[src/rtl/processor_pkg.sv]
// Shared types and constants for the processor's instruction-memory loader.
package processor_pkg;

  // Loader sequencing states.
  typedef enum logic [1:0] {
    IDLE  = 2'd0,
    LOAD  = 2'd1,
    CLEAR = 2'd2,
    RUN   = 2'd3
  } load_state_t;

  // Instruction that terminates a program; it is itself stored in memory.
  localparam logic [15:0] HALT_WORD = 16'h5000;

  // Number of words in the processor's instruction memory.
  localparam int IMEM_DEPTH = 128;

endpackage

[src/rtl/imem_loader_if.sv]
// Word stream in, instruction-memory write port out.
// The master side supplies instruction words and observes the memory writes;
// the slave side is the loader itself.
interface imem_loader_if #(
  parameter int ADDR_W = 7,
  parameter int DATA_W = 16
);
  logic              In_Valid;
  logic [DATA_W-1:0] In_Data;
  logic              In_Ready;
  logic              Mem_Wr;
  logic [ADDR_W-1:0] Mem_Addr;
  logic [DATA_W-1:0] Mem_Data;

  modport master (
    output In_Valid, In_Data,
    input  In_Ready, Mem_Wr, Mem_Addr, Mem_Data
  );

  modport slave (
    input  In_Valid, In_Data,
    output In_Ready, Mem_Wr, Mem_Addr, Mem_Data
  );
endinterface

[src/rtl/imem_loader.sv]
// Instruction-memory loader: streams words into the 128-entry instruction
// memory, optionally zero-fills the tail after the halt word, and only then
// releases the processor from reset.
module imem_loader
  import processor_pkg::*;
#(
  parameter int ADDR_W     = 7,
  parameter int DATA_W     = 16,
  parameter int DEPTH      = IMEM_DEPTH,
  parameter int CLEAR_REST = 1
) (
  input  logic            Clk,
  input  logic            Reset,
  input  logic            Start,
  imem_loader_if.slave    bus,
  output logic            Proc_Run,
  output logic            Done,
  output logic            Error,
  output logic [ADDR_W:0] Word_Count
);

  localparam logic [ADDR_W-1:0] LAST_ADDR = ADDR_W'(DEPTH - 1);
  localparam logic [DATA_W-1:0] HALT_DATA = DATA_W'(HALT_WORD);
  localparam logic [ADDR_W-1:0] ADDR_ONE  = ADDR_W'(1);
  localparam logic [ADDR_W:0]   COUNT_ONE = (ADDR_W + 1)'(1);

  load_state_t       state_reg, state_next;
  logic [ADDR_W-1:0] addr_reg;
  logic [ADDR_W:0]   count_reg;
  logic              done_reg, error_reg, proc_run_reg;
  logic              mem_wr_reg;
  logic [ADDR_W-1:0] mem_addr_reg;
  logic [DATA_W-1:0] mem_data_reg;

  logic accept;      // handshake completes this cycle
  logic clear_wr;    // zero-fill write issued this cycle
  logic start_load;  // Start honoured (only from IDLE or RUN)
  logic load_fail;   // memory filled without a halt word

  // State register.
  always_ff @(posedge Clk) begin
    if (Reset) state_reg <= IDLE;
    else       state_reg <= state_next;
  end

  // Next-state decode and per-cycle strobes.
  always_comb begin
    state_next = state_reg;
    accept     = 1'b0;
    clear_wr   = 1'b0;
    start_load = 1'b0;
    load_fail  = 1'b0;
    case (state_reg)
      IDLE: begin
        if (Start) begin
          start_load = 1'b1;
          state_next = LOAD;
        end
      end
      LOAD: begin
        accept = bus.In_Valid;
        if (accept) begin
          if (bus.In_Data == HALT_DATA) begin
            // A halt landing in the last slot leaves nothing to clear.
            state_next = (CLEAR_REST != 0 && addr_reg != LAST_ADDR) ? CLEAR : RUN;
          end else if (addr_reg == LAST_ADDR) begin
            load_fail  = 1'b1;
            state_next = IDLE;
          end
        end
      end
      CLEAR: begin
        clear_wr = 1'b1;
        if (addr_reg == LAST_ADDR) state_next = RUN;
      end
      RUN: begin
        if (Start) begin
          start_load = 1'b1;
          state_next = LOAD;
        end
      end
      default: state_next = IDLE;
    endcase
  end

  // Address/count tracking, registered memory write port and status flags.
  always_ff @(posedge Clk) begin
    if (Reset) begin
      addr_reg     <= '0;
      count_reg    <= '0;
      done_reg     <= 1'b0;
      error_reg    <= 1'b0;
      proc_run_reg <= 1'b0;
      mem_wr_reg   <= 1'b0;
      mem_addr_reg <= '0;
      mem_data_reg <= '0;
    end else begin
      mem_wr_reg <= accept || clear_wr;
      if (accept) begin
        mem_addr_reg <= addr_reg;
        mem_data_reg <= bus.In_Data;
        addr_reg     <= addr_reg + ADDR_ONE;
        count_reg    <= count_reg + COUNT_ONE;
      end else if (clear_wr) begin
        mem_addr_reg <= addr_reg;
        mem_data_reg <= '0;
        addr_reg     <= addr_reg + ADDR_ONE;
      end
      if (start_load) begin
        addr_reg  <= '0;
        count_reg <= '0;
        done_reg  <= 1'b0;
        error_reg <= 1'b0;
      end
      if (load_fail) begin
        error_reg <= 1'b1;
        done_reg  <= 1'b1;
      end
      if (state_next == RUN) done_reg <= 1'b1;
      // Lags the RUN state by a cycle so the final memory write has landed
      // before the processor fetches; drops immediately on a new Start.
      proc_run_reg <= (state_reg == RUN) && (state_next == RUN);
    end
  end

  assign bus.In_Ready = (state_reg == LOAD);
  assign bus.Mem_Wr   = mem_wr_reg;
  assign bus.Mem_Addr = mem_addr_reg;
  assign bus.Mem_Data = mem_data_reg;
  assign Proc_Run     = proc_run_reg;
  assign Done         = done_reg;
  assign Error        = error_reg;
  assign Word_Count   = count_reg;

endmodule
[src/flat_wrapper.sv]
// flat-port wrapper written by rule: the top's interface ports become plain ports
module imem_loader_flat import processor_pkg::*;
#(
  parameter int ADDR_W     = 7,
  parameter int DATA_W     = 16,
  parameter int DEPTH      = IMEM_DEPTH,
  parameter int CLEAR_REST = 1
)
  (Clk, Reset, Start, Proc_Run, Done, Error, Word_Count, bus_In_Valid, bus_In_Data, bus_In_Ready, bus_Mem_Wr, bus_Mem_Addr, bus_Mem_Data);
  imem_loader_if #(.ADDR_W(ADDR_W), .DATA_W(DATA_W)) bus_i ();
  input  logic Clk;
  input  logic Reset;
  input  logic Start;
  output logic Proc_Run;
  output logic Done;
  output logic Error;
  output logic [ADDR_W:0] Word_Count;
  input wire logic [$bits(bus_i.In_Valid)-1:0] bus_In_Valid;
  input wire logic [$bits(bus_i.In_Data)-1:0] bus_In_Data;
  output wire logic [$bits(bus_i.In_Ready)-1:0] bus_In_Ready;
  output wire logic [$bits(bus_i.Mem_Wr)-1:0] bus_Mem_Wr;
  output wire logic [$bits(bus_i.Mem_Addr)-1:0] bus_Mem_Addr;
  output wire logic [$bits(bus_i.Mem_Data)-1:0] bus_Mem_Data;
  assign bus_i.In_Valid = bus_In_Valid;
  assign bus_i.In_Data = bus_In_Data;
  assign bus_In_Ready = bus_i.In_Ready;
  assign bus_Mem_Wr = bus_i.Mem_Wr;
  assign bus_Mem_Addr = bus_i.Mem_Addr;
  assign bus_Mem_Data = bus_i.Mem_Data;
  imem_loader #(.ADDR_W(ADDR_W), .DATA_W(DATA_W), .DEPTH(DEPTH), .CLEAR_REST(CLEAR_REST)) u_core (.Clk(Clk), .Reset(Reset), .Start(Start), .bus(bus_i), .Proc_Run(Proc_Run), .Done(Done), .Error(Error), .Word_Count(Word_Count));
endmodule
[config.mk]
export PLATFORM = sky130hd
export DESIGN_NAME = imem_loader_flat
export DESIGN_NICKNAME = d
export VERILOG_FILES = /design/src/rtl/processor_pkg.sv /design/src/rtl/imem_loader_if.sv /design/src/rtl/imem_loader.sv /design/src/flat_wrapper.sv
export SDC_FILE = /design/constraint.sdc
export NUM_CORES = 1
export LEC_CHECK = 0
export CAP_MARGIN = 20
export CORE_ASPECT_RATIO = 2
export CORE_MARGIN = 10
export CORE_UTILIZATION = 49
export CTS_CLUSTER_DIAMETER = 60
export DETAILED_ROUTE_END_ITERATION = 10
export PLACE_DENSITY = 0.87
export SYNTH_ARGS = -nofsm -noshare
export SYNTH_HDL_FRONTEND = slang
export SYNTH_SLANG_ARGS = --single-unit
export TNS_END_PERCENT = 100
[constraint.sdc]
create_clock -name Clk -period 4.7 [get_ports Clk]
set_clock_uncertainty 0.05 [all_clocks]
set_input_delay 0.47 -clock Clk [delete_from_list [all_inputs] [get_ports Clk]]
set_output_delay 0.47 -clock Clk [all_outputs]
set_load 0.1 [all_outputs]
Word-level counts from Yosys, hierarchy flattened
Cells that the tools add are included.
{ "op_classes": {"addsub": 2, "eq_ne": 7, "muxes": 24, "n_reduce_logical": 8} }
{ "op_table": {"columns": ["operator", "n"], "rows": [
  ["16-bit two-way mux", 2],
  ["7-bit two-way mux", 4],
  ["16-bit by 15-bit == test with 1-bit output (second input constant)", 1],
  ["1-bit two-way mux", 12],
  ["2-bit two-way mux", 5],
  ["8-bit by 1-bit adder with 8-bit output (second input constant)", 1],
  ["7-bit by 1-bit adder with 7-bit output (second input constant)", 1],
  ["7-bit == test (second input constant)", 1],
  ["7-bit inequality test (second input constant)", 1],
  ["2-bit == test (second input constant)", 3],
  ["2-bit case mux with 3 select lines", 1],
  ["2-bit nonzero test", 2],
  ["2-bit OR reduction", 2],
  ["3-bit nonzero test", 1],
  ["2-bit by 1-bit == test with 1-bit output (second input constant)", 1],
  ["2-bit zero test", 1],
  ["1-bit logical AND", 1],
  ["1-bit logical OR", 1]
]} }
{ "word_totals": {"reg_bits": 44, "input_bits": 20, "output_inout_bits": 36, "wordCells": 50} }

Depth between registers and ports, before layout
Gate-level depths: netlist of the first run.
{ "logic_depth": {"ltp_word": 7, "mapped_depth": 8, "mapped_depth_nobuf": 7} }

Worst setup path after synthesis of the first run
OpenSTA, ideal clock, no wires.
{ "synth_timing": {"path_kind": "reg2reg", "startpoint": "register u_core.state_reg[0]", "endpoint": "register u_core.addr_reg[2]", "setup_ps": 128, "arrival_time_ps": 2291, "required_time_ps": 4522, "slack_ps": 2231, "stages_incl_launch_ff": 8, "n_path_buf": 1, "synth_period_minus_slack_ps": 2469, "cell_sequence": "dfxtp_1 -> ha_1 -> nand2_1 -> nand2b_1 -> buf_2 -> nand2_1 -> xor2_1 -> nor2_1"} }
{ "synth_between": {"elab_cells_between_ends": 11, "cone_classes": "eq/ne: 3; mux: 4; reduce/logical: 4"} }
{ "synth_lines": {"columns": ["item", "line_no", "source"], "rows": [
  ["start, declared", "imem_loader.sv:27", "load_state_t state_reg, state_next;"],
  ["start signal, assigned", "imem_loader.sv:43", "else state_reg <= state_next;"],
  ["2-bit by 1-bit == test with 1-bit output *", null, null],
  ["named net bus_In_Ready", "flat_wrapper.sv:20", "output wire logic [$bits(bus_i.In_Ready)-1:0] bus_In_Ready;"],
  ["1-bit two-way mux *", "imem_loader.sv:53", "case (state_reg)"],
  ["7-bit two-way mux / 2-bit nonzero test (equally long branches)", null, null],
  ["end signal, assigned", "imem_loader.sv:102", "addr_reg <= addr_reg + ADDR_ONE;"],
  ["end signal, assigned", "imem_loader.sv:107", "addr_reg <= addr_reg + ADDR_ONE;"],
  ["end, declared", "imem_loader.sv:28", "logic [ADDR_W-1:0] addr_reg;"]
]} }
Mark *: on every way through the listed nets, which the timed path passes. The rest lies on a longest branch.
A chain may end at the register's enable or synchronous reset.

Final worst setup path of the first run
{ "layout_timing": {"startpoint": "register u_core.state_reg[0]", "endpoint": "output bus_In_Ready"} }
{ "layout_between": {"elab_chain_cells": 1} }
{ "layout_rtl": {"columns": ["item", "line_no", "source"], "rows": [
  ["2-bit by 1-bit == test with 1-bit output", "imem_loader.sv:126", "assign bus.In_Ready = (state_reg == LOAD);"],
  ["end, declared", "flat_wrapper.sv:20", null]
]} }
Every way passes these cells.

==> results of run 1 <==
-- cell type report --
cell class,instances,share of cell area [%]
clock buffers,5,2.73
clock inverters,3,1.69
inverters,4,0.596
multi-input cells,155,35.7
flip-flops and latches,44,35.0
well taps,49,2.43
repair buffers,55,21.9
-- worst min-delay path by stage --
stage / to / slack [ns] / cells past startpoint
final: u_core.bus.Mem_Addr[1]$_SDFFE_PP0P_ / 0.40 / 2
after global routing: u_core.bus.Mem_Addr[1]$_SDFFE_PP0P_ / 0.44 / 2
after CTS: u_core.bus.Mem_Addr[1]$_SDFFE_PP0P_ / 0.40 / 2
after detailed placement: u_core.bus.Mem_Addr[1]$_SDFFE_PP0P_ / 0.39 / 2
after global placement: u_core.bus.Mem_Addr[3]$_SDFFE_PP0P_ / 0.39 / 2
after floorplan: u_core.bus.Mem_Addr[5]$_SDFFE_PP0P_ / 0.41 / 2
-- worst max-delay path, stage by stage (launching register included) --
cell             delay, ns
dfxtp_1               0.41
ha_1                  0.31
clkdlybuf4s50_1       1.19
-- routing by layer --
| layer | vias up | wire length [µm] | GRT usage (%) |
|---|---|---|---|
| met3 | 15 | 360 | 6.20 |
| met2 | 63 | 2690 | 27.2 |
| met5 | - | 0 | 0 |
| met4 | 0 | 170 | 8.49 |
| li1 | 835 | - | - |
| met1 | 793 | 1680 | 13.0 |
-- where the power goes --
group / total, W / switching [W] / internal, W
registers: 0.000444 / 0.0000300 / 0.000414
logic: 0.000573 / 0.000421 / 0.000152
clock network: 0.000290 / 0.000133 / 0.000157
total: 0.00131 / 0.000584 / 0.000723
-- cells in the final DEF, fill, tap and decap left out --
master	n
nand2_1	42
and4b_1	1
ha_1	5
xor2_1	9
and3_1	2
a21o_1	1
and4_4	1
xnor2_1	1
nor2_1	16
nor3b_1	2
clkdlybuf4s50_1	55
and3_4	1
and2_1	1
a311o_1	1
clkbuf_8	5
and4_1	1
o21ai_0	3
o22ai_2	1
bufinv_16	1
nand2b_1	3
dfxtp_1	44
a21oi_1	29
a41o_1	1
clkinvlp_4	1
clkinv_2	1
inv_1	4
nand4_1	7
nor4_1	2
nor3_1	1
nor4b_1	2
nand3_1	2
nor3_2	1
or3_1	3
nand3b_1	16
-- Yosys cell counts (all sizes together) --
master / n
and4: 2
and3: 3
nor4b: 2
a21oi: 29
nor3b: 2
ha: 5
xnor2: 1
and2: 1
a311o: 1
o22ai: 1
inv: 4
nand3: 2
a21o: 1
a41o: 1
nor4: 2
clkbuf: 7
nand3b: 16
buf: 3
nand2: 42
dfxtp: 44
nand2b: 3
and4b: 1
nand4: 7
nor2: 16
or3: 3
xor2: 9
o21ai: 3
nor3: 2
-- cells by family after synthesis --
group	count (synthesis)	synth area share, %
buf+inv	14	3.00
flops	44	48.0
fa+ha+maj	5	3.41
compound gates	36	10.9
xor+xnor	10	4.77
simple gates	104	29.9
-- through the flow --
| stage | instance area (µm²) | power, W |
|---|---|---|
| after floorplan | 1840 | 0.000889 |
| after global placement | 2410 | 0.00101 |
| after detailed placement | 2410 | 0.00102 |
| after CTS | 2520 | 0.00131 |
| after global routing | 2520 | 0.00136 |
| final | 2520 | 0.00131 |
==> results.md, run 1 <==
* Status: finished clean
* RSZ-0062 raised after global routing: no
* Nets at 290
* # DRC at 0
* Worst-skew pair later-pin latency at 0.30 ns
* CP Data Arrival Time at 2.22 ns
* # hold bufs at CTS at 0
* Slew @ Worst Pin at 1.09 ns
* Worst Path Max Fanout at 7
* Register-to-register setup slack at 2.33 ns
* I/O pins at 56
* Die ar. at 6740 µm²
* Synthesized Nets at 238
* Vias in the first global route at 1761
* Register bit total from synthesis at 44
* Die X at 63.3 µm
* Setup Crit Path Kind: flip-flop to output pin
* Max-cap violations at 0
* Leakage power at 0.864 nW
* Ys Warns at 0
* Starting Density at 50.9%
* First-pass GRT wire length at 8.15 mm
* Postcts setup bufs at 0
* Std-Cell Rows at 31
* Startpoint class of the critical path: flip-flop
* Relative slew slack at 27.1%
* DR vias at 1706
* Initial antenna violation count at 0
* Via-per-instance ratio at 5.42
* Post-synth top area share at 48.0%
* Iter 0 DRT Violations at 17
* Fmax at 365 MHz
* CTS Buf Count at 5
* CP startpoint: u_core.state_reg[0]$_SDFF_PP0_
* Register area at 881 µm²
* CTS Root Cell: clkbuf_8
* HPWL after DPL at 3.59 mm
* Yosys top cell by area: dfxtp_1
* H-tree levels at 2
* Power per cell area at 519 nW/µm²
* Routed WL per cell at 15.6 µm
* Hold Vio Cnt, Final at 0
* HP Start: u_core.bus.Mem_Addr[1]$_SDFFE_PP0P_
* Share of cells above drive strength 1 at 4.51%
* Global Route Usage Sum at 14.8%
* Hold crit path type: flip-flop to flip-flop
* Setup TNS at 0 ns
* CTS max path bufs at 2
* CP Capture Type: output pin
* N_diodes at 0
* Max reg flops at 16
* Syn_area_per_cell at 8.62 µm²
* CP Data Required Time at 4.18 ns
* Non-Filler Instances at 315
* Register area share after synthesis at 48.0%
* IO Port Bufs at 55
* Clock slew at reported path FFs at 0.08 ns
* CTS tree: yes
* Max-slew violation count at 0
* Fillers at 292
* Gate Count Post-Synth at 213
* Finish-stage setup viols at 0
* Clk sinks at 44
* Post-route minimum period at 2.74 ns
* Max VDD drop at 0.629 mV
* Antenna-violating nets left at 0
* Placed cells at 307
* Layout area overhead at 37.2%
* Distinct cells, synth at 32
* Final core utilization at 69.8%
* Crit path to: bus_In_Ready
* R2R depth at 5
* Area occupied by multi-input gates at 900 µm²
* Post-CTS Resized at 0
* Reg2reg end: u_core.Word_Count[7]$_SDFFE_PP0P_
* TritonRoute pass-1 iters at 4
* Post-Synthesis Cell Area at 1840 µm²
* Largest net degree at the start of global routing at 30
* Final worst-path cycle share at 58.2%
* Hold_ws at 0.401 ns
* Grt ovf at 0
* Final WL at 4.90 mm
* Die Span Y at 107 µm
* Worst Slack Setup Final at 1.96 ns
* Gpl congestion at 0.854
* FF-to-FF Start: u_core.state_reg[0]$_SDFF_PP0_
* Core footprint at 3610 µm²
* Synth area leaders: dfxtp_1 48%, nand2_1 8.6%, a21oi_1 7.9%
* Place WS at 2.06 ns
Power figures use the tool's default switching activity.
==> run 2: changes to the inputs <==
Settings changed: CORE_UTILIZATION 49 to 41, PLACE_DENSITY 0.87 to 0.78.
Clock period 4.7 ns to 2.4 ns, I/O delays scaled along.
==> run 2 against run 1 <==
Against the previous run: sequential power is 96% higher; via count decreased by 2.7%; cell area is 2.3% lower; worst setup slack got worse by 1.4 ns; wire length shrank 1.7%; critical path depth is 3 higher; first-iteration DRC count is 94% higher; power rose by 91%; largest cell class unchanged; largest power group unchanged.
==> results.md, run 2 (synthesized netlist as in run 1, its figures left out) <==
* CTS max path bufs at 2 (unchanged)
* TritonRoute pass-1 iters at 4 (unchanged)
* Clk network pwr share at 19.7% (-2.5 points)
* Layout area overhead at 34.0%
* Startpoint class of the critical path: flip-flop
* Vias in the first global route at 1702 (-3.4%)
* Clk sinks at 44 (unchanged)
* Finish-stage setup viols at 0 (unchanged)
* Post-CTS Resized at 0 (unchanged)
* Max reg flops at 16 (unchanged)
* Initial antenna violation count at 0 (unchanged)
* DR vias at 1660 (-2.7%)
* M1 wire length at 1.74 mm (+3.6%)
* Int Power at 0.00137 W (+90%)
* Starting Density at 42.3% (-8.6 points)
* Status: finished clean
* Hold depth at 2 (unchanged)
* H-tree levels at 2 (unchanged)
* First-pass GRT wire length at 8.05 mm (-1.2%)
* Worst-skew pair later-pin latency at 0.29 ns (about the same)
* IO Port Bufs at 55 (unchanged)
* Fmax at 535 MHz
* Most frequent cells in the layout: 44 x dfxtp_1, 42 x nand2_1, 41 x buf_4, 29 x a21oi_1, 19 x clkdlybuf4s50_1
* Commonest non-fill, non-tap cell in the layout: dfxtp_1
* Postcts setup bufs at 0 (unchanged)
* Leakage power at 0.955 nW (+11%)
* Setup Crit Path Kind: flip-flop to flip-flop
* Reg2reg end: u_core.Word_Count[7]$_SDFFE_PP0P_
* Comb pwr share at 45.3% (+1.5 points)
* Std-Cell Rows at 34 (+9.7%)
* Max VDD drop at 0.674 mV (+7.2%)
* Power per cell area at 1010 nW/µm² (+95%)
* Worst Path Max Fanout at 7 (unchanged)
* Max-slew violation count at 0 (unchanged)
* CTS tree: yes
* Post-route minimum period at 1.87 ns
* R2R depth at 5 (unchanged)
* CP Data Required Time at 2.57 ns (-1.61 ns)
* Switching power at 0.00112 W (+92%)
* Max layer used: met4
* Placed cells at 317 (+3.3%)
* Grt ovf at 0 (unchanged)
* CP Data Arrival Time at 2.03 ns (-0.19 ns)
* Clock slew at reported path FFs at 0.08 ns (about the same)
* Max-cap violations at 0 (unchanged)
* # hold bufs at CTS at 0 (unchanged)
* Iter 0 DRT Violations at 33 (+16)
* CTS Buf Count at 5 (unchanged)
* Nets at 295 (+1.7%)
* Largest net degree at the start of global routing at 19 (-37%)
* Setup TNS at 0 ns (unchanged)
* FF-to-FF Start: u_core.state_reg[0]$_SDFF_PP0_
* Hold crit path type: flip-flop to flip-flop
* Sequential group share of total power at 35.0% (+1.0 points)
* Antenna-violating nets left at 0 (unchanged)
* Relative slew slack at 61.7% (+35 points)
* Hold Crit Endpoint: u_core.bus.Mem_Addr[3]$_SDFFE_PP0P_
* Routed WL per cell at 14.9 µm (-4.4%)
* Gpl congestion at 0.756 (-12%)
* WL met3 at 240 µm (-33%)
* Final WL at 4.82 mm (-1.7%)
* Register-to-register setup slack at 0.53 ns (-1.80 ns)
* Global Route Usage Sum at 13.4% (-1.4 points)
* Met2 routed WL at 2.75 mm (+2.2%)
* I/O pins at 56 (unchanged)
* Slew @ Worst Pin at 0.575 ns (-0.515 ns)
* Non-Filler Instances at 324 (+2.9%)
* Die X at 67.3 µm (+6.4%)
* Via-per-instance ratio at 5.12 (-5.4%)
* N_diodes at 0 (unchanged)
* CTS Root Cell: clkbuf_8
* Share of cells above drive strength 1 at 19.6% (+15 points)
* Die Span Y at 115 µm (+7.6%)
* RSZ-0062 raised after global routing: no
* Die ar. at 7720 µm² (+14%)
* CP Capture Type: flip-flop
* HP Start: u_core.bus.Mem_Addr[3]$_SDFFE_PP0P_
* # DRC at 0 (unchanged)
* Hold Vio Cnt, Final at 0 (unchanged)
* HPWL after DPL at 3.72 mm (+3.5%)
* Sw frac at 44.9% (+0.26 points)
* Final worst-path cycle share at 77.8%
* Core footprint at 4340 µm² (+20%)
==> run 2: critical path, stage by stage, from the launching register on <==
cell and delay (ns):
dfxtp_1 0.42, ha_2 0.28, and2_1 0.29, nand4_1 0.23, or3_1 0.39, a21oi_1 0.13
==> run 2: final cells by class <==
| cell class | count | area, µm² |
|---|---|---|
| Inverter | 4 | 15.0 |
| Fill cell | 429 | 1880 |
| Clock buffer | 7 | 96.3 |
| Sequential cell | 44 | 881 |
| Multi-Input combinational cell | 155 | 902 |
| Tap cell | 54 | 67.6 |
| Timing Repair Buffer | 60 | 498 |
==> run 2: layer usage <==
layer  up-vias  track usage, %
met4         0            6.61
met1       780            12.4
met5         -               0
li1        843               -
met3         6            4.22
met2        31            24.7
==> run 2: power groups by stage <==
stage | Clock [W] | Combinational [W] | Sequential [W]
6_report | 0.000491 | 0.00113 | 0.000872
5_1_grt | 0.000539 | 0.00120 | 0.000882
4_1_cts | 0.000510 | 0.00114 | 0.000872
3_5_place_dp | 0 | 0.00114 | 0.000889
3_3_place_gp | 0 | 0.00113 | 0.000884
2_1_floorplan | 0 | 0.000454 | 0.00129
==> run 2: worst max path at each step <==
| stage | start | slack [ns] | end | cells past startpoint |
|---|---|---|---|---|
| after floorplan | u_core.state_reg[1]$_SDFF_PP0_ | 0.35 | u_core.addr_reg[2]$_SDFFE_PP0P_ | 8 |
| after global placement | bus_In_Data[1] | 0.24 | u_core.Done$_SDFFE_PP0P_ | 6 |
| after detailed placement | bus_In_Data[1] | 0.22 | u_core.Done$_SDFFE_PP0P_ | 6 |
| after CTS | u_core.state_reg[0]$_SDFF_PP0_ | 0.53 | u_core.Word_Count[7]$_SDFFE_PP0P_ | 5 |
| after global routing | u_core.state_reg[0]$_SDFF_PP0_ | 0.40 | u_core.Word_Count[7]$_SDFFE_PP0P_ | 5 |
| final | u_core.state_reg[0]$_SDFF_PP0_ | 0.53 | u_core.Word_Count[7]$_SDFFE_PP0P_ | 5 |
==> run 2: per-stage QoR <==
stage / hold slack [ns] / util (%) / area (µm²) / power (W) / setup WS [ns]
floorplan: 0.326 / - / 1840 / 0.00175 / 0.350
global placement: 0.388 / 54.5 / 2360 / 0.00201 / 0.239
detailed placement: 0.396 / 54.5 / 2360 / 0.00202 / 0.224
CTS: 0.407 / 56.7 / 2460 / 0.00252 / 0.525
global route: 0.420 / 56.7 / 2460 / 0.00262 / 0.396
finish: 0.403 / 56.7 / 2460 / 0.00249 / 0.533
